$ cat config.mk
export PLATFORM = sky130hd
export DESIGN_NAME = i2c_reg_responder
export DESIGN_NICKNAME = d
export VERILOG_FILES = /design/src/rtl/i2c_pkg.sv /design/src/rtl/i2c_line_filter.sv /design/src/rtl/i2c_reg_responder.sv
export SDC_FILE = /design/constraint.sdc
export NUM_CORES = 1
export LEC_CHECK = 0
export CORE_UTILIZATION = 53
export DETAILED_ROUTE_END_ITERATION = 12
export GPL_TIMING_DRIVEN = 0
export PLACE_DENSITY_LB_ADDON = 0.05
export SYNTH_ARGS = -nofsm -noshare
export SYNTH_HDL_FRONTEND = slang
export SYNTH_SLANG_ARGS = --single-unit
$ cat constraint.sdc
create_clock -name sys_clk -period 2 [get_ports sys_clk]
set_input_delay 0.2 -clock sys_clk [delete_from_list [all_inputs] [get_ports sys_clk]]
set_output_delay 0.2 -clock sys_clk [all_outputs]
set_load 0.03 [all_outputs]
$ cat src/rtl/i2c_pkg.sv
// i2c_pkg: shared types and constants for the I2C register responder.
//   i2c_state_t : protocol FSM states
//   ACK / NACK  : SDA level of the acknowledge bit
//   BYTE_W      : bits per I2C byte
package i2c_pkg;

  localparam int   BYTE_W = 8;
  localparam logic ACK    = 1'b0;
  localparam logic NACK   = 1'b1;

  typedef enum logic [3:0] {
    S_IDLE,
    S_DEV_ADDR,
    S_IGNORE,
    S_ACK_DEV,
    S_REG_HI,
    S_ACK_HI,
    S_REG_LO,
    S_ACK_LO,
    S_WR_DATA,
    S_ACK_WR,
    S_READ_DATA,
    S_M_ACK
  } i2c_state_t;

endpackage

$ cat src/rtl/i2c_line_filter.sv
// i2c_line_filter: conditions one open-drain I2C pad input.
//   2-FF synchroniser, then a stability filter that accepts a new level only
//   after FILTER_LEN consecutive identical samples, then edge pulses.
// Ports:
//   sys_clk, sys_rst_n : clock, asynchronous active-low reset
//   line_i             : raw pad input
//   level              : filtered level (resets to 1, the idle bus level)
//   rise / fall        : one-cycle pulses, high the cycle after level changes
module i2c_line_filter #(
  parameter int FILTER_LEN = 4
) (
  input  logic sys_clk,
  input  logic sys_rst_n,
  input  logic line_i,
  output logic level,
  output logic rise,
  output logic fall
);

  localparam logic [3:0] CNT_LAST = 4'(FILTER_LEN - 1);

  logic [1:0] sync;
  logic [3:0] cnt;
  logic       level_d;

  // NOTE: sequential state uses non-blocking assignments so every register
  // samples pre-edge values, independent of statement order.
  always_ff @(posedge sys_clk or negedge sys_rst_n) begin
    if (!sys_rst_n) begin
      sync    <= 2'b11;
      cnt     <= '0;
      level   <= 1'b1;
      level_d <= 1'b1;
    end else begin
      sync    <= {sync[0], line_i};
      level_d <= level;
      // Count samples that disagree with the accepted level; any agreeing
      // sample restarts the run, so short glitches never reach 'level'.
      if (sync[1] == level) begin
        cnt <= '0;
      end else if (cnt == CNT_LAST) begin
        level <= sync[1];
        cnt   <= '0;
      end else begin
        cnt <= cnt + 4'd1;
      end
    end
  end

  assign rise = level & ~level_d;
  assign fall = ~level & level_d;

endmodule

$ cat src/rtl/i2c_reg_responder.sv
// i2c_reg_responder: I2C target with 7-bit device address, 16-bit register
// sub-address and 8-bit data, exposing each access on a parallel register port.
// Ports:
//   sys_clk, sys_rst_n : clock (>= 20x SCL), asynchronous active-low reset
//   scl_i, sda_i       : pad inputs
//   sda_oe             : 1 = pull SDA low
//   reg_addr           : current register address (auto-increments)
//   reg_wr_en/reg_wdata: one-cycle write strobe with data
//   reg_rd_en/reg_rdata: one-cycle read request; data sampled one cycle later
//   busy               : high from an addressed START until STOP
module i2c_reg_responder
  import i2c_pkg::*;
#(
  parameter logic [6:0] DEV_ADDR   = 7'h2B,
  parameter int         FILTER_LEN = 4
) (
  input  logic        sys_clk,
  input  logic        sys_rst_n,
  input  logic        scl_i,
  input  logic        sda_i,
  output logic        sda_oe,
  output logic [15:0] reg_addr,
  output logic        reg_wr_en,
  output logic [7:0]  reg_wdata,
  output logic        reg_rd_en,
  input  logic [7:0]  reg_rdata,
  output logic        busy
);

  localparam logic [3:0] LAST_BIT  = 4'(BYTE_W - 1);
  localparam logic [3:0] BITS_DONE = 4'(BYTE_W);

  logic scl_lvl, scl_rise, scl_fall;
  logic sda_lvl, sda_rise, sda_fall;

  i2c_line_filter #(.FILTER_LEN(FILTER_LEN)) u_scl_filter (
    .sys_clk  (sys_clk),
    .sys_rst_n(sys_rst_n),
    .line_i   (scl_i),
    .level    (scl_lvl),
    .rise     (scl_rise),
    .fall     (scl_fall)
  );

  i2c_line_filter #(.FILTER_LEN(FILTER_LEN)) u_sda_filter (
    .sys_clk  (sys_clk),
    .sys_rst_n(sys_rst_n),
    .line_i   (sda_i),
    .level    (sda_lvl),
    .rise     (sda_rise),
    .fall     (sda_fall)
  );

  // An SDA edge coinciding with an SCL edge is a data change, not a condition.
  logic scl_quiet, start_det, stop_det;
  assign scl_quiet = ~scl_rise & ~scl_fall;
  assign start_det = scl_lvl & scl_quiet & sda_fall;
  assign stop_det  = scl_lvl & scl_quiet & sda_rise;

  i2c_state_t        state;
  logic [BYTE_W-1:0] shreg;
  logic [3:0]        bit_cnt;
  logic [7:0]        addr_hi;
  logic              rw;
  logic              drv_pend;

  logic [BYTE_W-1:0] rx_byte;
  logic              rx_state, rx_last, rx_ack_due;
  assign rx_byte    = {shreg[BYTE_W-2:0], sda_lvl};
  assign rx_state   = state inside {S_DEV_ADDR, S_REG_HI, S_REG_LO, S_WR_DATA};
  assign rx_last    = scl_rise && (bit_cnt == LAST_BIT);
  // The fall after the 8th bit opens the ACK slot.
  assign rx_ack_due = scl_fall && (bit_cnt == BITS_DONE);

  always_ff @(posedge sys_clk or negedge sys_rst_n) begin
    if (!sys_rst_n) begin
      state     <= S_IDLE;
      shreg     <= '0;
      bit_cnt   <= '0;
      addr_hi   <= '0;
      rw        <= 1'b0;
      drv_pend  <= 1'b0;
      sda_oe    <= 1'b0;
      reg_addr  <= '0;
      reg_wr_en <= 1'b0;
      reg_wdata <= '0;
      reg_rd_en <= 1'b0;
      busy      <= 1'b0;
    end else begin
      reg_wr_en <= 1'b0;
      reg_rd_en <= 1'b0;
      if (reg_wr_en) reg_addr <= reg_addr + 16'd1;

      if (start_det) begin
        state    <= S_DEV_ADDR;
        bit_cnt  <= '0;
        sda_oe   <= 1'b0;
        drv_pend <= 1'b0;
      end else if (stop_det) begin
        state    <= S_IDLE;
        bit_cnt  <= '0;
        sda_oe   <= 1'b0;
        drv_pend <= 1'b0;
        busy     <= 1'b0;
      end else begin
        // Common receive path for every byte the master sends.
        if (rx_state && scl_rise && bit_cnt < BITS_DONE) begin
          shreg   <= rx_byte;
          bit_cnt <= bit_cnt + 4'd1;
        end
        if (rx_state && rx_ack_due) begin
          sda_oe  <= ~ACK;
          bit_cnt <= '0;
        end

        case (state)
          S_DEV_ADDR: begin
            if (rx_last) begin
              if (rx_byte[7:1] == DEV_ADDR) begin
                busy <= 1'b1;
                rw   <= rx_byte[0];
              end else begin
                state <= S_IGNORE;
              end
            end else if (rx_ack_due) begin
              state <= S_ACK_DEV;
            end
          end
          S_ACK_DEV: begin
            if (scl_fall) begin
              sda_oe  <= 1'b0;
              bit_cnt <= '0;
              if (rw) begin
                state     <= S_READ_DATA;
                reg_rd_en <= 1'b1;
              end else begin
                state <= S_REG_HI;
              end
            end
          end
          S_REG_HI: begin
            if (rx_last)         addr_hi <= rx_byte;
            else if (rx_ack_due) state   <= S_ACK_HI;
          end
          S_ACK_HI: begin
            if (scl_fall) begin
              sda_oe <= 1'b0;
              state  <= S_REG_LO;
            end
          end
          S_REG_LO: begin
            if (rx_last)         reg_addr <= {addr_hi, rx_byte};
            else if (rx_ack_due) state    <= S_ACK_LO;
          end
          S_ACK_LO, S_ACK_WR: begin
            if (scl_fall) begin
              sda_oe <= 1'b0;
              state  <= S_WR_DATA;
            end
          end
          S_WR_DATA: begin
            if (rx_last) begin
              reg_wr_en <= 1'b1;
              reg_wdata <= rx_byte;
            end else if (rx_ack_due) begin
              state <= S_ACK_WR;
            end
          end
          S_READ_DATA: begin
            // Prefetch pipeline: rd_en -> latch reg_rdata -> drive MSB.
            if (reg_rd_en) begin
              shreg    <= reg_rdata;
              drv_pend <= 1'b1;
            end
            if (drv_pend) begin
              sda_oe   <= ~shreg[BYTE_W-1];
              drv_pend <= 1'b0;
            end
            if (scl_rise && bit_cnt < BITS_DONE) bit_cnt <= bit_cnt + 4'd1;
            if (scl_fall) begin
              if (bit_cnt == BITS_DONE) begin
                sda_oe  <= 1'b0;
                bit_cnt <= '0;
                state   <= S_M_ACK;
              end else begin
                shreg  <= {shreg[BYTE_W-2:0], 1'b0};
                sda_oe <= ~shreg[BYTE_W-2];
              end
            end
          end
          S_M_ACK: begin
            if (scl_rise) begin
              if (sda_lvl == NACK) state    <= S_IGNORE;
              else                 reg_addr <= reg_addr + 16'd1;
            end else if (scl_fall) begin
              state     <= S_READ_DATA;
              reg_rd_en <= 1'b1;
            end
          end
          default: ;
        endcase
      end
    end
  end

endmodule

==> results by group, run 1 <==
Logic synthesis
  • Primary flip-flop cell chosen by synthesis mapping: dfrtp_1
  • Netlist Area Pre-Place: between 4000 and 5000 um^2
  • Synthesized area divided by synthesized cell count: 9.23 um^2
  • Sequential-to-total area share from yosys stat: 0.402
  • Number of synthesized register bits: 70
  • Syn. warnings: 0
  • Synth cell types: 70
  • Post-Syn Instances: around 480
  • Number of synthesized flops with an enable pin: 0
  • Synth Net Count: 495
  • Async S/R FF share, synth: 1.00

CTS
  • TritonCTS buffer count: 9
  • Max H-tree Level: 3
  • Maximum buffer depth of the clock tree: 2
  • Register clock-pin slew on the reported worst setup and hold paths: about 90 ps
  • Total number of clock tree sinks: 70
  • Latest clock arrival within the worst-skew pair: 360 ps
  • Root cell of the clock tree: clkbuf_8
  • Clock tree from TritonCTS: yes

Timing
  • Maximum clock skew at final layout: 9.56 ps
  • Final period utilization: 1.09
  • Final Setup Violations: 27
  • Hold Vio Cnt, Final: 0
  • Smallest setup slack after layout: -173 ps
  • Transition time at the pin with the least slew margin: 888 ps
  • Shortest clock period the worst path allows after layout: 2170 ps
  • Unrepaired setup endpoints after global routing: true
  • Worst slew margin relative to its limit: 0.408
  • Pins over their slew limit: 0
  • Fmax: about 460 MHz

Route
  • Length of the first detailed-routing pass in iterations: 5
  • Routed wire length: 12.8 mm
  • Number of design-rule violations left by the first detailed-router iteration: 452
  • Antenna-violating nets left: 0
  • DRC Markers: 0
  • Average wire length per cell after detail routing: 19.3 um
  • Via count normalized by instance count: 6.25
  • Vias post-DR: just over 4000

Min path
  • Worst hold start: sda_i
  • Type of the worst min-delay path: primary input to flip-flop
  • Hold worst-path end: u_sda_filter.sync[0]
  • Cell count of the worst hold path: 1

Setup path
  • Logic depth of the worst setup path including buffers: 8
  • Critical Path Max Stage Delay: 600 ps
  • Required time reported for the critical path endpoint: 2290 ps
  • Maximum fanout along the worst path: 6
  • R2R Setup Slk: -170 ps
  • Data arrival time of the worst path: 2470 ps
  • Cells along the critical path: inv_2, ha_4, nor2b_4, or3b_4, o2111ai_2, o211ai_4, or3_1, a21oi_2
  • Crit-path slowest cell: dfstp_2
  • Worst Setup End Kind: flip-flop
  • Endpoint of the worst-slack reg-to-reg timing path: state[1]
  • WP buf/inv: 1
  • Worst Reg-to-Reg Cells: 8
  • Crit Path Category: flip-flop to flip-flop
  • Top Family by Delay on Critical Path: simple AND/OR/NAND/NOR gates
  • Critical register-to-register path startpoint: u_scl_filter.level_d
  • Critical path launch point type: flip-flop

Die
  • Total core area: about 7800 um^2
  • Width of the die: 93.0 um
  • Die height: about 93 um
  • Area of the die: 8640 um^2
  • I/O pin total: 40
  • Effective utilization at floorplan: 0.559
  • Number of core rows: 32

Global routing
  • Total Routing Usage GR: 0.307
  • Overflow after GRT: 0
  • Vias in the first global route: between 4000 and 5000
  • Global-route wire length before repair: 20.4 mm
  • Maximum number of pins on one net before global-route repair: 71
  • Number of antenna violations at the first check in global routing: 0

Place
  • Count of input and output buffers: 39
  • Gpl congestion: 0.967
  • Pre-CTS WS: -343 ps
  • HPWL after detailed placement: 8.07 mm

Pwr
  • Worst vdd rail ir drop: between 0.5 and 0.6 mV
  • Lkg Pwr: 2.41 nW
  • Pwr dens: 1060 nW/um^2

Final layout
  • Number of fillers in the final layout: 574
  • Area overhead of the layout relative to synthesis: 34.3%
  • Final core utilization: 0.750
  • Layout cell share with drive strength beyond 1: 0.316
  • Net count reported at finish: about 580
  • Number of antenna diodes: 0

Status
  • Outcome: finished, violations left
  • Violated checks: negative setup slack

Job
  • Max capacitance violation total: 0
-- power breakdown --
group / switching (W) / internal, W
sequential: 0.000323 / 0.00168
clock: 0.000645 / 0.000722
combinational: 0.00158 / 0.00130
total: 0.00254 / 0.00370
-- stage by stage --
stage | cells | total power [W] | hold slack (ps) | cell area [um^2] | setup TNS (ps)
floorplan | 475 | 0.00348 | -95.6 | 4440 | -815
global placement | 616 | 0.00405 | 346 | 4960 | -122620
detailed placement | 616 | 0.00409 | 354 | 4960 | -11190
CTS | 655 | 0.00590 | 241 | 5590 | -1500
global route | 665 | 0.00655 | 237 | 5890 | -3400
finish | 665 | 0.00625 | 239 | 5890 | -1620
-- cell usage in the layout (no fill, tap or decap), types with 6 or more instances in the layout --
cell,count
a21oi_2,6
o21ai_1,12
buf_6,9
o22ai_1,6
xor2_1,11
a21oi_1,24
o21ai_0,26
xnor2_1,14
a22oi_1,6
nand2_1,38
dfrtp_2,6
clkbuf_8,10
nand3_1,12
dfrtp_1,56
clkdlybuf4s50_1,38
nor2_1,36
inv_1,9
dfstp_2,8
nor3_1,9
mux2_4,17
buf_4,34
-- layout make-up --
cell class	instances	area, um^2	area share
inverter	11	41.3	0.00701
tap	102	128	0.0217
buffer	24	193	0.0327
clock inverter	7	105	0.0179
timing repair buffer	75	683	0.116
sequential	70	1770	0.301
multi-input combinational	367	2840	0.483
clock buffer	9	124	0.0210
-- kinds of logic after synthesis --
family          synth area share
mux                       0.0579
flops                      0.402
buf+inv                   0.0394
fa+ha+maj                 0.0228
xor+xnor                  0.0537
compound gates             0.213
simple gates               0.211
-- worst max-delay path by stage --
stage                               from     endpoint  slack [ps]
CTS                   u_scl_filter.level     state[0]        -180
global route        u_scl_filter.level_d     state[2]        -240
floorplan             u_scl_filter.level     state[1]         -90
detailed placement  u_scl_filter.level_d  reg_addr[2]        -340
global placement               sys_rst_n  reg_addr[4]       -1940
finish              u_scl_filter.level_d     state[1]        -170
-- state kept, by name, summed over array words and instances (netlist names) --
signal	flops
reg_addr	16
addr_hi	8
reg_wdata	8
shreg	8
bit_cnt	4
state	4
u_scl_filter.cnt	4
u_sda_filter.cnt	4
u_scl_filter.sync	2
u_sda_filter.sync	2
busy	1
drv_pend	1
reg_rd_en	1
reg_wr_en	1
rw	1
sda_oe	1
u_scl_filter.level	1
u_scl_filter.level_d	1
u_sda_filter.level	1
u_sda_filter.level_d	1
-- repair_timing --
item / CTS / global route
endpoints found under the setup margin: 47 / 49
buffers inserted: 22 / 12
cloned: 1 / 1
endpoints found under the hold margin: 11 / 0
hold buffers: 1 / 0
pin swaps: 15 / 21
gates resized for setup: 62 / 74
-- worst register-to-register path: stages (launching register included) --
cell and delay [ps]:
dfstp_2 600, inv_2 60, ha_4 180, nor2b_4 130, or3b_4 380, o2111ai_2 120
o211ai_4 160, or3_1 350, a21oi_2 120
-- synth_stat cells, types with 3 or more instances --
cell type  number  area share
dfrtp_1        62        0.35
o21ai_0        44       0.050
nand2_1        41       0.035
nor2_1         41       0.035
a21oi_1        31       0.035
mux2_2         19       0.049
xnor2_1        14       0.028
nor3_1         13       0.015
nand3_1        12       0.014
inv_1          11      0.0094
xor2_1         11       0.022
buf_2          10       0.011
clkbuf_1        9      0.0077
a22oi_1         8       0.014
dfstp_2         8       0.048
ha_1            8       0.023
o22ai_1         7       0.010
and2_1          6      0.0086
and3_1          6      0.0086
nor2b_1         6      0.0086
o221ai_1        6       0.012
or3_1           6      0.0086
nand3b_1        5      0.0086
nand4_1         5      0.0071
buf_4           4      0.0068
mux2i_1         4      0.0091
nand2b_1        4      0.0057
o211ai_1        4      0.0068
o31ai_1         4      0.0068
a21o_1          3      0.0051
a32oi_1         3      0.0060
and4b_1         3      0.0068
nand4b_1        3      0.0060
nor3b_1         3      0.0051
o221a_2         3      0.0077
-- per-layer routing --
metal	routed length, um	global-route usage	vias to the layer above
met2	5880	0.455	207
met4	295	0.132	0
met3	1110	0.0534	33
met1	5530	0.440	2011
met5	0	0	-
li1	-	-	1907
Note: power is estimated with default switching activity, not from simulation.
==> inputs of run 2 (changes only) <==
--- a/config.mk
+++ b/config.mk
@@ -5,7 +5,7 @@
 export SDC_FILE = /design/constraint.sdc
 export NUM_CORES = 1
 export LEC_CHECK = 0
-export CORE_UTILIZATION = 53
+export CORE_UTILIZATION = 35
 export DETAILED_ROUTE_END_ITERATION = 12
 export GPL_TIMING_DRIVEN = 0
 export PLACE_DENSITY_LB_ADDON = 0.05
==> results by group, run 2 (same netlist as run 1, synthesis figures left out) <==
Timing
  • Hold Vio Cnt, Final: 0 (unchanged)
  • Fmax: 464 MHz (was 460 MHz)
  • Final Setup Violations: 14 (was 27)
  • Worst slew margin relative to its limit: 0.642 (was 0.408)
  • Shortest clock period the worst path allows after layout: 2150 ps (was 2170 ps)
  • Pins over their slew limit: 0 (unchanged)
  • Final period utilization: 1.08 (was 1.09)
  • Unrepaired setup endpoints after global routing: true (unchanged)
  • Post-route setup TNS: -878 ps (was -1620 ps)
  • Transition time at the pin with the least slew margin: 529 ps (was 888 ps)
  • Maximum clock skew at final layout: 6.16 ps (was 9.56 ps)
  • Smallest setup slack after layout: -154 ps (was -173 ps)

Final layout
  • Max FFs per register: 16 (unchanged)
  • Finished Cell Area: 6130 um^2 (was 5890 um^2)
  • Area taken by multi-input logic gates: 2840 um^2 (about the same)
  • Area overhead of the layout relative to synthesis: 39.9% (was 34.3%)
  • Most common cell after layout, fill and taps aside: dfrtp_1 (unchanged)
  • Net count reported at finish: 585 (was 578)
  • Layout cell share with drive strength beyond 1: 0.326 (was 0.316)
  • Top register by number of flip-flops: reg_addr (unchanged)
  • Non-filler instance count after layout: 738 (was 665)
  • Number of antenna diodes: 0 (unchanged)
  • Number of fillers in the final layout: 1153 (was 574)
  • Area used by sequential logic in the layout: 1770 um^2 (about the same)
  • Commonest cells after routing, fill and taps aside: dfrtp_1 (55), buf_4 (42), clkdlybuf4s50_1 (38) (was dfrtp_1 (56), nand2_1 (38), clkdlybuf4s50_1 (38))

Die
  • Number of core rows: 40 (was 32)
  • Area of the die: 13000 um^2 (was 8640 um^2)
  • Effective utilization at floorplan: 0.362 (was 0.559)
  • Total core area: 12100 um^2 (was 7850 um^2)
  • Die height: 114 um (was 93.0 um)
  • I/O pin total: 40 (unchanged)
  • Width of the die: 114 um (was 93.0 um)

Setup path
  • Data arrival time of the worst path: 2420 ps (was 2470 ps)
  • WP buf/inv: 1 (unchanged)
  • Top Family by Delay on Critical Path: compound AO/OA/AOI/OAI gates (was simple AND/OR/NAND/NOR gates)
  • Critical Path Max Stage Delay: 580 ps (was 600 ps)
  • Crit-path slowest cell: dfstp_2 (unchanged)
  • Crit Path Category: flip-flop to flip-flop (unchanged)
  • Worst Setup End Kind: flip-flop (unchanged)
  • Cells along the critical path: ha_4, and4b_1, buf_6, o41ai_2, a32oi_2, o211ai_4, or3_4, a21oi_2 (was inv_2, ha_4, nor2b_4, or3b_4, o2111ai_2, o211ai_4, or3_1, a21oi_2)
  • Required time reported for the critical path endpoint: 2270 ps (was 2290 ps)
  • Maximum fanout along the worst path: 7 (was 6)
  • Critical path launch point type: flip-flop (unchanged)

CTS
  • Latest clock arrival within the worst-skew pair: 340 ps (was 360 ps)
  • Total number of clock tree sinks: 70 (unchanged)
  • Max H-tree Level: 3 (unchanged)
  • TritonCTS buffer count: 9 (unchanged)
  • Register clock-pin slew on the reported worst setup and hold paths: 60 ps (was 90 ps)
  • Root cell of the clock tree: clkbuf_16 (was clkbuf_8)
  • Clock tree from TritonCTS: yes (unchanged)
  • Maximum buffer depth of the clock tree: 2 (unchanged)

Pwr
  • Net switching power: 0.00254 W (about the same)
  • Portion of total power attributed to the clock network: 0.263 (was 0.219)
  • Sequential fraction of design power: 0.307 (was 0.321)
  • Pwr dens: 1090 nW/um^2 (was 1060 nW/um^2)
  • Combinational Power Share: 0.430 (was 0.460)
  • Lkg Pwr: 2.49 nW (was 2.41 nW)
  • Worst vdd rail ir drop: 0.472 mV (was 0.548 mV)
  • Internal cell power: 0.00411 W (was 0.00370 W)
  • Switching power as a share of total power: 0.382 (was 0.407)

Route
  • Antenna-violating nets left: 0 (unchanged)
  • Routed wire length: 13.3 mm (was 12.8 mm)
  • Length of the first detailed-routing pass in iterations: 5 (unchanged)
  • Vias post-DR: 4093 (was 4158)
  • DRC Markers: 0 (unchanged)
  • Via count normalized by instance count: 5.55 (was 6.25)
  • Average wire length per cell after detail routing: 18.0 um (was 19.3 um)
  • Number of design-rule violations left by the first detailed-router iteration: 199 (was 452)

Place
  • Count of input and output buffers: 39 (unchanged)
  • Placed cell areas: 5070 um^2 (was 4960 um^2)
  • Post-placement cell count: 683 (was 616)
  • Gpl congestion: 0.876 (was 0.967)
  • HPWL after detailed placement: 9.04 mm (was 8.07 mm)

Global routing
  • Global-route wire length before repair: 21.2 mm (was 20.4 mm)
  • Total Routing Usage GR: 0.215 (was 0.307)
  • Number of antenna violations at the first check in global routing: 0 (unchanged)
  • Vias in the first global route: 3989 (was 4076)
  • Overflow after GRT: 0 (unchanged)
  • Maximum number of pins on one net before global-route repair: 53 (was 71)

Status
  • Outcome: finished, violations left (unchanged)
  • Violated checks: negative setup slack (unchanged)

Min path
  • Type of the worst min-delay path: primary input to flip-flop (unchanged)

Job
  • Max capacitance violation total: 0 (unchanged)
## run 2: cell count changes in the layout (fill, tap and decap cells not counted), sizes merged
cell	change
clkbuf	+3
inv	-2
clkinv	+1
buf	+5
## run 2: cell type report
| type | count | share of cell area |
|---|---|---|
| Buffer | 24 | 0.0306 |
| Clock buffer | 10 | 0.0373 |
| Clock inverter | 6 | 0.0153 |
| Inverter | 11 | 0.00673 |
| Multi-Input combinational cell | 367 | 0.463 |
| Sequential cell | 70 | 0.289 |
| Tap cell | 168 | 0.0343 |
| Timing Repair Buffer | 82 | 0.124 |
## run 2: power groups by stage
stage	sequential (W)	combinational [W]	clock, W
floorplan	0.00194	0.00154	0
finish	0.00204	0.00286	0.00175
global placement	0.00201	0.00211	0
global route	0.00207	0.00311	0.00187
detailed placement	0.00202	0.00214	0
CTS	0.00199	0.00255	0.00181
## run 2: repair_timing
action                     CTS  global route
pin swaps                   10            33
gates resized for setup     59            69
cloned                       0             0
hold buffers                 1             0
hold endpoints to repair    15             0
setup endpoints to repair   49            49
setup buffers               21            20
## run 2: per-stage QoR
stage / hold WS [ps] / util / worst slack, ps / total power, W
floorplan: -95.6 / - / -90.9 / 0.00348
global placement: 346 / 0.416 / -2120 / 0.00412
detailed placement: 106 / 0.418 / -412 / 0.00415
CTS: 250 / 0.477 / -162 / 0.00635
global route: 257 / 0.506 / -251 / 0.00706
finish: 258 / 0.506 / -154 / 0.00666
## run 2: final timing paths
check                                           from              endpoint  slack [ps]  depth (start not counted)
worst max-delay path              u_scl_filter.level              state[1]        -150                          8
min in group asynchronous                  sys_rst_n   u_scl_filter.cnt[0]         290                          2
max in group asynchronous                  sys_rst_n  u_scl_filter.level_d        1090                          3
worst min register to register  u_scl_filter.sync[0]  u_scl_filter.sync[1]         360                          0
worst min-delay path                           scl_i  u_scl_filter.sync[0]         260                          1
worst max register to register    u_scl_filter.level              state[1]        -150                          8
## run 2: routing by layer
layer / GRT usage / routed length (um) / up-vias
li1: - / - / 1921
met1: 0.306 / 6450 / 2038
met2: 0.316 / 5950 / 109
met3: 0.0414 / 585 / 25
met4: 0.0961 / 291 / 0
met5: 0 / 0 / -
==> inputs of run 3 (changes only) <==
--- a/config.mk
+++ b/config.mk
@@ -6,6 +6,7 @@
 export NUM_CORES = 1
 export LEC_CHECK = 0
 export CORE_UTILIZATION = 35
+export CTS_BUF_LIST = sky130_fd_sc_hd__clkbuf_8
 export DETAILED_ROUTE_END_ITERATION = 12
 export GPL_TIMING_DRIVEN = 0
 export PLACE_DENSITY_LB_ADDON = 0.05
==> results by group, run 3 (same netlist as run 1, synthesis figures left out) <==
Final layout
  • Max FFs per register: 16 (unchanged)
  • Non-filler instance count after layout: 732 (was 738)
  • Layout cell share with drive strength beyond 1: 0.316 (was 0.326)
  • Commonest cells after routing, fill and taps aside: dfrtp_1 (55), clkdlybuf4s50_1 (38), nand2_1 (36) (was dfrtp_1 (55), buf_4 (42), clkdlybuf4s50_1 (38))
  • Top register by number of flip-flops: reg_addr (unchanged)
  • Most common cell after layout, fill and taps aside: dfrtp_1 (unchanged)
  • Area overhead of the layout relative to synthesis: 37.5% (was 39.9%)
  • Number of antenna diodes: 0 (unchanged)
  • Number of fillers in the final layout: 1171 (was 1153)
  • Net count reported at finish: 579 (was 585)

CTS
  • Root cell of the clock tree: clkbuf_8 (was clkbuf_16)
  • Maximum buffer depth of the clock tree: 2 (unchanged)
  • Max H-tree Level: 3 (unchanged)
  • Total number of clock tree sinks: 70 (unchanged)
  • TritonCTS buffer count: 9 (unchanged)
  • Clock tree from TritonCTS: yes (unchanged)
  • Latest clock arrival within the worst-skew pair: 380 ps (was 340 ps)
  • Register clock-pin slew on the reported worst setup and hold paths: 80 ps (was 60 ps)

Global routing
  • Fraction of met2 tracks used by global routing: 0.321 (was 0.316)
  • Layer carrying the most global-route usage: met2 (unchanged)
  • Total Routing Usage GR: 0.214 (was 0.215)
  • Global-route wire length before repair: 21.2 mm (unchanged)
  • Number of antenna violations at the first check in global routing: 0 (unchanged)
  • GR Util met3: 0.0329 (was 0.0414)
  • Overflow after GRT: 0 (unchanged)
  • Fraction of met1 tracks used by global routing: 0.305 (was 0.306)
  • Vias in the first global route: 4012 (was 3989)
  • Maximum number of pins on one net before global-route repair: 53 (unchanged)

Place
  • Count of input and output buffers: 39 (unchanged)
  • HPWL after detailed placement: 9.04 mm (unchanged)
  • Gpl congestion: 0.876 (unchanged)
  • Post-placement cell count: 683 (unchanged)

Timing
  • Pins over their slew limit: 0 (unchanged)
  • Transition time at the pin with the least slew margin: 524 ps (was 529 ps)
  • Maximum clock skew at final layout: 10.8 ps (was 6.16 ps)
  • Final Setup Violations: 23 (was 14)
  • Hold Vio Cnt, Final: 0 (unchanged)
  • Shortest clock period the worst path allows after layout: 2160 ps (was 2150 ps)
  • Unrepaired setup endpoints after global routing: true (unchanged)
  • Post-route setup TNS: -1450 ps (was -878 ps)
  • Final period utilization: 1.08 (about the same)
  • Worst slew margin relative to its limit: 0.645 (was 0.642)
  • Fmax: 463 MHz (was 464 MHz)
  • Smallest setup slack after layout: -162 ps (was -154 ps)

Route
  • Average wire length per cell after detail routing: 18.1 um (was 18.0 um)
  • Number of design-rule violations left by the first detailed-router iteration: 187 (was 199)
  • Length of the first detailed-routing pass in iterations: 5 (unchanged)
  • Vias post-DR: 4096 (was 4093)
  • Via count normalized by instance count: 5.60 (was 5.55)
  • Routed wire length: 13.3 mm (about the same)
  • DRC Markers: 0 (unchanged)
  • Antenna-violating nets left: 0 (unchanged)

Pwr
  • Pwr dens: 1030 nW/um^2 (was 1090 nW/um^2)
  • Total power: 0.00622 W (was 0.00666 W)
  • Lkg Pwr: 2.42 nW (was 2.49 nW)
  • Worst vdd rail ir drop: 0.405 mV (was 0.472 mV)

Setup path
  • WP buf/inv: 1 (unchanged)
  • Worst Reg-to-Reg Cells: 8 (unchanged)
  • Required time reported for the critical path endpoint: 2300 ps (was 2270 ps)
  • Worst Setup End Kind: flip-flop (unchanged)
  • Top Family by Delay on Critical Path: simple AND/OR/NAND/NOR gates (was compound AO/OA/AOI/OAI gates)
  • Maximum fanout along the worst path: 7 (unchanged)
  • Data arrival time of the worst path: 2460 ps (was 2420 ps)
  • Critical register-to-register path startpoint: u_scl_filter.level_d (was u_scl_filter.level)
  • R2R Setup Slk: -160 ps (was -150 ps)
  • Crit-path slowest cell: dfstp_2 (unchanged)
  • Critical path launch point type: flip-flop (unchanged)
  • Cells along the critical path: inv_2, ha_4, nor2b_4, or3b_4, o2111ai_4, o211ai_4, or3_4, a21oi_2 (was ha_4, and4b_1, buf_6, o41ai_2, a32oi_2, o211ai_4, or3_4, a21oi_2)
  • Critical Path Max Stage Delay: 590 ps (was 580 ps)
  • Endpoint of the worst-slack reg-to-reg timing path: state[1] (unchanged)
  • Crit Path Category: flip-flop to flip-flop (unchanged)

Die
  • Total core area: 12100 um^2 (unchanged)
  • Number of core rows: 40 (unchanged)
  • Area of the die: 13000 um^2 (unchanged)
  • Width of the die: 114 um (unchanged)
  • Die height: 114 um (unchanged)
  • Effective utilization at floorplan: 0.362 (unchanged)
  • I/O pin total: 40 (unchanged)

Min path
  • Type of the worst min-delay path: primary input to flip-flop (unchanged)
  • Hold worst-path end: u_scl_filter.sync[0] (unchanged)
  • Cell count of the worst hold path: 1 (unchanged)
  • Worst hold start: scl_i (unchanged)

Status
  • Violated checks: negative setup slack (unchanged)
  • Outcome: finished, violations left (unchanged)

Job
  • Max capacitance violation total: 0 (unchanged)
==> run 3: routing by layer <==
metal,vias to the layer above,part of all wire
met5,-,0
met4,0,0.023
met3,26,0.046
met2,113,0.45
met1,2044,0.48
li1,1913,-
==> run 3: cell type report <==
type	count	area [um^2]	share of cell area
clock buffer	9	124	0.0205
inverter	11	41.3	0.00685
multi-input combinational	367	2860	0.474
sequential	70	1770	0.294
timing repair buffer	74	731	0.121
clock inverter	7	97.6	0.0162
tap	168	210	0.0349
buffer	26	199	0.0330
==> run 3: worst max path at each step <==
stage	start	to	slack, ps	cells past startpoint
after floorplan	u_scl_filter.level	state[1]	-90	7
after global placement	sys_rst_n	reg_addr[6]	-2120	1
after detailed placement	u_sda_filter.level	addr_hi[3]	-410	6
after CTS	u_scl_filter.level	state[1]	-170	8
after global routing	u_scl_filter.level_d	state[1]	-240	8
final	u_scl_filter.level_d	state[1]	-160	8
==> run 3: metrics by stage <==
stage	setup slack, ps	hold WS (ps)	utilization	cell area [um^2]
floorplan	-90.9	-95.6	-	4440
global placement	-2120	346	0.416	5040
detailed placement	-412	106	0.418	5070
CTS	-166	211	0.468	5670
global route	-236	223	0.498	6030
finish	-162	228	0.498	6030
==> run 3: where the power goes <==
| part | leakage (nW) | internal (W) | total [W] | switching (W) |
|---|---|---|---|---|
| clock | 0.111 | 0.000706 | 0.00132 | 0.000610 |
| combinational | 1.40 | 0.00132 | 0.00288 | 0.00156 |
| sequential | 0.910 | 0.00169 | 0.00202 | 0.000333 |
==> run 3: worst reg2reg max path, cell delays in order (launching register included) <==
cell       delay [ps]
dfstp_2           590
inv_2              60
ha_4              180
nor2b_4           130
or3b_4            390
o2111ai_4         120
o211ai_4          160
or3_4             350
a21oi_2           110
==> run 3: timing repair <==
item	4_1_cts	5_1_grt
setup endpoints to repair	50	49
hold buffers	1	0
cloned	0	1
pin swaps	10	23
hold endpoints to repair	18	0
buffers inserted	19	14
resized for setup	63	65
==> RTL edit 1: new RTL, settings of run 3 <==
One comparison of `bit_cnt` changes from == to >=.
--- a/src/rtl/i2c_reg_responder.sv
+++ b/src/rtl/i2c_reg_responder.sv
@@ -178,7 +178,7 @@
             end
             if (scl_rise && bit_cnt < BITS_DONE) bit_cnt <= bit_cnt + 4'd1;
             if (scl_fall) begin
-              if (bit_cnt == BITS_DONE) begin
+              if (bit_cnt >= BITS_DONE) begin
                 sda_oe  <= 1'b0;
                 bit_cnt <= '0;
                 state   <= S_M_ACK;
Function: no difference found for any inputs over 10 cycles, from zero or initial values and one cycle with sys_rst_n low; that may be too few to reach the edited logic, so the function may still have changed.
==> RTL edit 1 against run 3 <==
  * The flow finishes with violations (design-rule violations, negative setup slack)
  * Fmax is 2.6% higher
  * Synthesized area shrank 1.7%
  * Cell area fell by 2.9%
  * Sequential cell count unchanged
  * Worst setup slack better by 56 ps
  * Routed wire length decreased by 2.4%
  * Synthesized cell count decreased by 0.84%
  * Power up 0.44%
  * Critical path type unchanged
  * Largest cell class unchanged
==> RTL edit 1: results <==
<?xml version="1.0" encoding="UTF-8"?>
<metrics>
  <group name="placed_design">
    <metric name="post-dp-hpwl" unit="um">8575</metric>
    <metric name="place_congestion" unit="">0.8125</metric>
    <metric name="dp_slack" unit="ps">-301.5</metric>
  </group>
  <group name="yosys">
    <metric name="xor_xnor_share_of_the_synthesized_area" unit="%">6.301</metric>
    <metric name="post_synth_num_cell_types" unit="">66</metric>
    <metric name="synth_fa_ha_area_share" unit="%">2.323</metric>
    <metric name="synth_nets" unit="">491</metric>
    <metric name="ys_top_cells_by_count" unit="">sky130_fd_sc_hd__dfrtp_1 (62), sky130_fd_sc_hd__nand2_1 (45), sky130_fd_sc_hd__nor2_1 (38)</metric>
    <metric name="synth_seq_area_share" unit="%">40.88</metric>
  </group>
  <group name="global_routing">
    <metric name="grt_max_degree" unit="">57</metric>
    <metric name="number_of_global_route_vias_before_repair" unit="">3766</metric>
    <metric name="global_route.usage.met1" unit="%">28.82</metric>
    <metric name="use_met3" unit="%">3.964</metric>
    <metric name="global_route_wire_length_before_repair" unit="um">20090</metric>
    <metric name="met2_usage_in_global_routing" unit="%">31.15</metric>
    <metric name="track_usage" unit="%">20.39</metric>
  </group>
  <group name="layout">
    <metric name="net_count_reported_at_finish" unit="">576</metric>
  </group>
  <group name="status">
    <metric name="violations" unit="">design-rule violations, negative setup slack</metric>
    <metric name="outcome" unit="">finished with violations</metric>
  </group>
  <group name="timing">
    <metric name="clock_skew" unit="ps">8.372</metric>
    <metric name="finalWorstSetupSlack" unit="ps">-106.4</metric>
    <metric name="timing.setup.tns" unit="ps">-852.7</metric>
    <metric name="max_slew_margin" unit="%">51.81</metric>
    <metric name="setup_viol" unit="">19</metric>
  </group>
  <group name="power_and_ir_drop">
    <metric name="vdd_drop_max" unit="V">0.0004371</metric>
    <metric name="power" unit="W">0.006243</metric>
    <metric name="power_leakage" unit="nW">2.405</metric>
    <metric name="netSwitchingFraction" unit="%">40.68</metric>
    <metric name="p_comb_share" unit="%">46.1</metric>
  </group>
  <group name="setup_path">
    <metric name="cpLargestDelayFamily" unit="">compound AO/OA/AOI/OAI gates</metric>
    <metric name="largest_driver_fanout_on_the_critical_path" unit="">5</metric>
    <metric name="worst-endpoint-arrival" unit="ps">2370</metric>
  </group>
  <group name="route">
    <metric name="first_iter_violations" unit="">225</metric>
    <metric name="detail_route.wirelength.met1" unit="um">6333</metric>
    <metric name="route.vias.total" unit="">3990</metric>
    <metric name="drt_first_pass_iters" unit="">9</metric>
    <metric name="detail_route.drc_violations" unit="">1</metric>
    <metric name="wl_met2" unit="um">5667</metric>
    <metric name="met3_wl_post_dr" unit="um">551</metric>
    <metric name="drt-total-wl" unit="um">12950</metric>
  </group>
  <group name="cts">
    <metric name="post_cts_resize_count" unit="">23</metric>
  </group>
  <group name="min_path">
    <metric name="worst_hold_check_path_type" unit="">input port to asynchronous set/reset pin</metric>
  </group>
</metrics>
[RTL edit 1: cell count changes in the layout (fill, tap and decap cells not counted), moves of 4 or more]
cell                             run 3  this run
sky130_fd_sc_hd__nor2_2              4         8
sky130_fd_sc_hd__xnor2_1            13        17
sky130_fd_sc_hd__nand4_1             5         9
sky130_fd_sc_hd__nor3_1             11         7
sky130_fd_sc_hd__nand2_1            36        41
sky130_fd_sc_hd__o21ai_0            30        22
sky130_fd_sc_hd__o21ai_1            11         7
sky130_fd_sc_hd__and2_1              5         1
sky130_fd_sc_hd__buf_4              31        37
sky130_fd_sc_hd__nor2_1             34        26
[RTL edit 1: final cells by class]
cell class,instances,area share [%]
well taps,147,3.142
repair buffers,78,12.50
clock buffers,11,2.586
plain buffers,30,3.655
multi-input cells,352,45.71
inverters,15,0.9617
flip-flops and latches,70,30.18
clock inverters,5,1.261
[RTL edit 1: path summary, 6_finish.rpt]
kind / from / endpoint / slack [ps] / cells after the start
min in group sys_clk: sda_i / u_sda_filter.sync[0]$_DFF_PN1_ / 230 / 1
max: u_scl_filter.level_d$_DFF_PN1_ / state[3]$_DFFE_PN0P_ / -110 / 9
min reg2reg: u_sda_filter.sync[0]$_DFF_PN1_ / u_sda_filter.sync[1]$_DFF_PN1_ / 360 / 0
min: sys_rst_n / reg_rd_en$_DFF_PN0_ / 230 / 2
max in group asynchronous: sys_rst_n / u_sda_filter.level$_DFFE_PN1P_ / 1180 / 3
max reg2reg: u_scl_filter.level_d$_DFF_PN1_ / state[3]$_DFFE_PN0P_ / -110 / 9
[RTL edit 1: stage by stage]
| step | instances | area (sq um) |
|---|---|---|
| after global routing | 708 | 5854 |
| after CTS | 690 | 5398 |
| after floorplan | 471 | 4344 |
| after global placement | 657 | 4918 |
| after detailed placement | 658 | 4943 |
| final | 708 | 5854 |
==> RTL edit 2: new RTL, config.mk and constraints of run 3 <==
Without the edit above. Make the reset (`sys_rst_n`) synchronous in 2 clocked blocks. Comments in the files are not updated.
--- a/src/rtl/i2c_line_filter.sv
+++ b/src/rtl/i2c_line_filter.sv
@@ -25,7 +25,7 @@
 
   // NOTE: sequential state uses non-blocking assignments so every register
   // samples pre-edge values, independent of statement order.
-  always_ff @(posedge sys_clk or negedge sys_rst_n) begin
+  always_ff @(posedge sys_clk) begin
     if (!sys_rst_n) begin
       sync    <= 2'b11;
       cnt     <= '0;
--- a/src/rtl/i2c_reg_responder.sv
+++ b/src/rtl/i2c_reg_responder.sv
@@ -72,7 +72,7 @@
   // The fall after the 8th bit opens the ACK slot.
   assign rx_ack_due = scl_fall && (bit_cnt == BITS_DONE);
 
-  always_ff @(posedge sys_clk or negedge sys_rst_n) begin
+  always_ff @(posedge sys_clk) begin
     if (!sys_rst_n) begin
       state     <= S_IDLE;
       shreg     <= '0;
Behaviour: same outputs for any inputs over 10 cycles, from zero or initial values and one cycle with sys_rst_n low; that may be too few to reach the edited logic, so the function may still have changed.
==> RTL edit 2 against run 3 <==
  * Worst setup slack better by 160 ps
  * Critical path type unchanged
  * Core utilization down 1.5 points
  * Synthesized cell count up 6.9%
  * Fmax up 8.2%
  * Clock skew up 6.0 ps
  * Cell area down 7.3%
  * Routed wire length down 5.2%
  * Sequential cell count unchanged
  * Highest routed layer unchanged
  * The flow finishes with violations (design-rule violations)
  * Synthesized area down 4.5%
  * Non-clock buffer count down 12
Power is not compared: it rests on default switching activity, and its combinational part moved more than twofold at a synthesized area within 25%.
==> RTL edit 2: results <==
<?xml version="1.0" encoding="UTF-8"?>
<metrics>
  <group name="status">
    <metric name="outcome" unit="">finished with violations</metric>
    <metric name="violations" unit="">design-rule violations</metric>
  </group>
  <group name="route">
    <metric name="route.vias.total" unit="">3985</metric>
    <metric name="detail_route.drc_violations" unit="">8</metric>
    <metric name="first_iter_violations" unit="">259</metric>
    <metric name="drt_first_pass_iters" unit="">8</metric>
  </group>
  <group name="yosys">
    <metric name="combinational_family_with_the_most_area_after_synthesis" unit="">simple AND/OR/NAND/NOR gates</metric>
    <metric name="ys_async_sr_fraction" unit="%">0</metric>
    <metric name="fraction_of_the_mapped_netlist_area_in_compound_gates" unit="%">18.55</metric>
    <metric name="synth_seq_area_share" unit="%">33.45</metric>
    <metric name="xor_xnor_share_of_the_synthesized_area" unit="%">7.109</metric>
    <metric name="ys_top_cells_by_count" unit="">sky130_fd_sc_hd__dfxtp_1 (70), sky130_fd_sc_hd__nor2_1 (42), sky130_fd_sc_hd__nand2_1 (37)</metric>
    <metric name="post_synth_num_cell_types" unit="">63</metric>
    <metric name="synthesis.instances" unit="">508</metric>
    <metric name="dominantRegCellSynth" unit="">sky130_fd_sc_hd__dfxtp_1</metric>
    <metric name="synth_area_leaders" unit="">sky130_fd_sc_hd__dfxtp_1 (33%), sky130_fd_sc_hd__mux2i_1 (6.5%), sky130_fd_sc_hd__a21oi_1 (3.8%)</metric>
  </group>
  <group name="placed_design">
    <metric name="post-dp-hpwl" unit="um">8652</metric>
    <metric name="port_buffers" unit="">38</metric>
    <metric name="dp_cells" unit="">689</metric>
    <metric name="detailed_place.area" unit="sq um">4770</metric>
  </group>
  <group name="setup_path">
    <metric name="reg2reg_slack" unit="ps">3</metric>
    <metric name="critical_path.reg2reg.endpoint" unit="">bit_cnt[2]$_SDFF_PP0_</metric>
    <metric name="critical_path.endpoint" unit="">bit_cnt[2]$_SDFF_PP0_</metric>
    <metric name="crit-reg2reg-launch" unit="">state[1]$_SDFFE_PP0P_</metric>
    <metric name="max_stage_delay" unit="ps">570</metric>
    <metric name="crit_start" unit="">state[1]$_SDFFE_PP0P_</metric>
    <metric name="worstRegToRegCells" unit="">7</metric>
    <metric name="largest_driver_fanout_on_the_critical_path" unit="">5</metric>
  </group>
  <group name="timing">
    <metric name="max_slew_margin" unit="%">57.46</metric>
  </group>
  <group name="global_routing">
    <metric name="global_route_wire_length_before_repair" unit="um">19950</metric>
    <metric name="number_of_global_route_vias_before_repair" unit="">3906</metric>
    <metric name="track_usage" unit="%">20.46</metric>
    <metric name="grt_max_degree" unit="">14</metric>
  </group>
  <group name="layout">
    <metric name="fillerInstances" unit="">1133</metric>
    <metric name="fraction_of_final_layout_cells_with_drive_strength_greater_than_1" unit="%">23.20</metric>
    <metric name="net_count_reported_at_finish" unit="">598</metric>
    <metric name="final_cells" unit="">725</metric>
  </group>
  <group name="cts">
    <metric name="cts_buffers" unit="">9</metric>
  </group>
</metrics>
RTL edit 2: how the worst min path moves through the flow:
stage                                         start                              end  slack [ps]  cells after the start
floorplan                                     scl_i  u_scl_filter.sync[0]$_SDFF_PN1_         300                      1
global placement    u_sda_filter.sync[0]$_SDFF_PN1_  u_sda_filter.sync[1]$_SDFF_PN1_         400                      1
detailed placement  u_sda_filter.sync[0]$_SDFF_PN1_  u_sda_filter.sync[1]$_SDFF_PN1_         410                      1
CTS                                       sys_rst_n  u_sda_filter.level_d$_SDFF_PN1_         190                      2
global route                              sys_rst_n  u_sda_filter.level_d$_SDFF_PN1_         220                      2
finish                                    sys_rst_n  u_sda_filter.sync[1]$_SDFF_PN1_         220                      2
RTL edit 2: layer usage:
layer | up-vias | wire length, um | GRT usage, %
met5 | - | 0 | 0
met4 | 0 | 238 | 6.306
met1 | 1910 | 5853 | 25.29
met3 | 18 | 470 | 5.280
met2 | 90 | 6004 | 34.83
li1 | 1967 | - | -
RTL edit 2: power by group through the flow:
stage	logic, W	registers (W)	clock network [W]
floorplan	0.000396	0.00148	0
finish	0.000740	0.00147	0.00122
detailed placement	0.000523	0.00150	0
CTS	0.000611	0.00148	0.00126
global route	0.000782	0.00148	0.00132
global placement	0.000512	0.00150	0
RTL edit 2: stage by stage:
stage	setup slack, ps	hold WS, ps
final	2.636	216.6
after global routing	-56.10	221.1
after CTS	-55.31	193.0
after detailed placement	-515.1	409.9
after global placement	-522.7	396.6
after floorplan	0.3986	301.5
RTL edit 2: final cells by class:
class                   instances  area, sq um  share of cell area [%]
flip-flops and latches         70         1434                   25.67
clock inverters                 6        70.07                   1.254
well taps                     143        178.9                   3.203
clock buffers                  10        137.6                   2.464
plain buffers                  20        137.6                   2.464
inverters                      16        62.56                   1.120
multi-input cells             392         2933                   52.50
repair buffers                 68        633.1                   11.33
RTL edit 2: kinds of logic (layout without fill, tap and decap cells):
| family | count (synthesis) | count (layout) |
|---|---|---|
| xor gates and xnor gates | 34 | 34 |
| AOI/OAI and AO/OA | 120 | 120 |
| buffers and inverters | 46 | 120 |
| DFF | 70 | 70 |
| adders and majority gates | 9 | 9 |
| and+or+nand+nor | 196 | 196 |
| muxes | 33 | 33 |
RTL edit 2: what timing repair did:
item,4_1_cts,5_1_grt
pin swaps,14,21
setup buffers,14,16
endpoints found under the setup margin,49,43
gates resized for setup,60,60
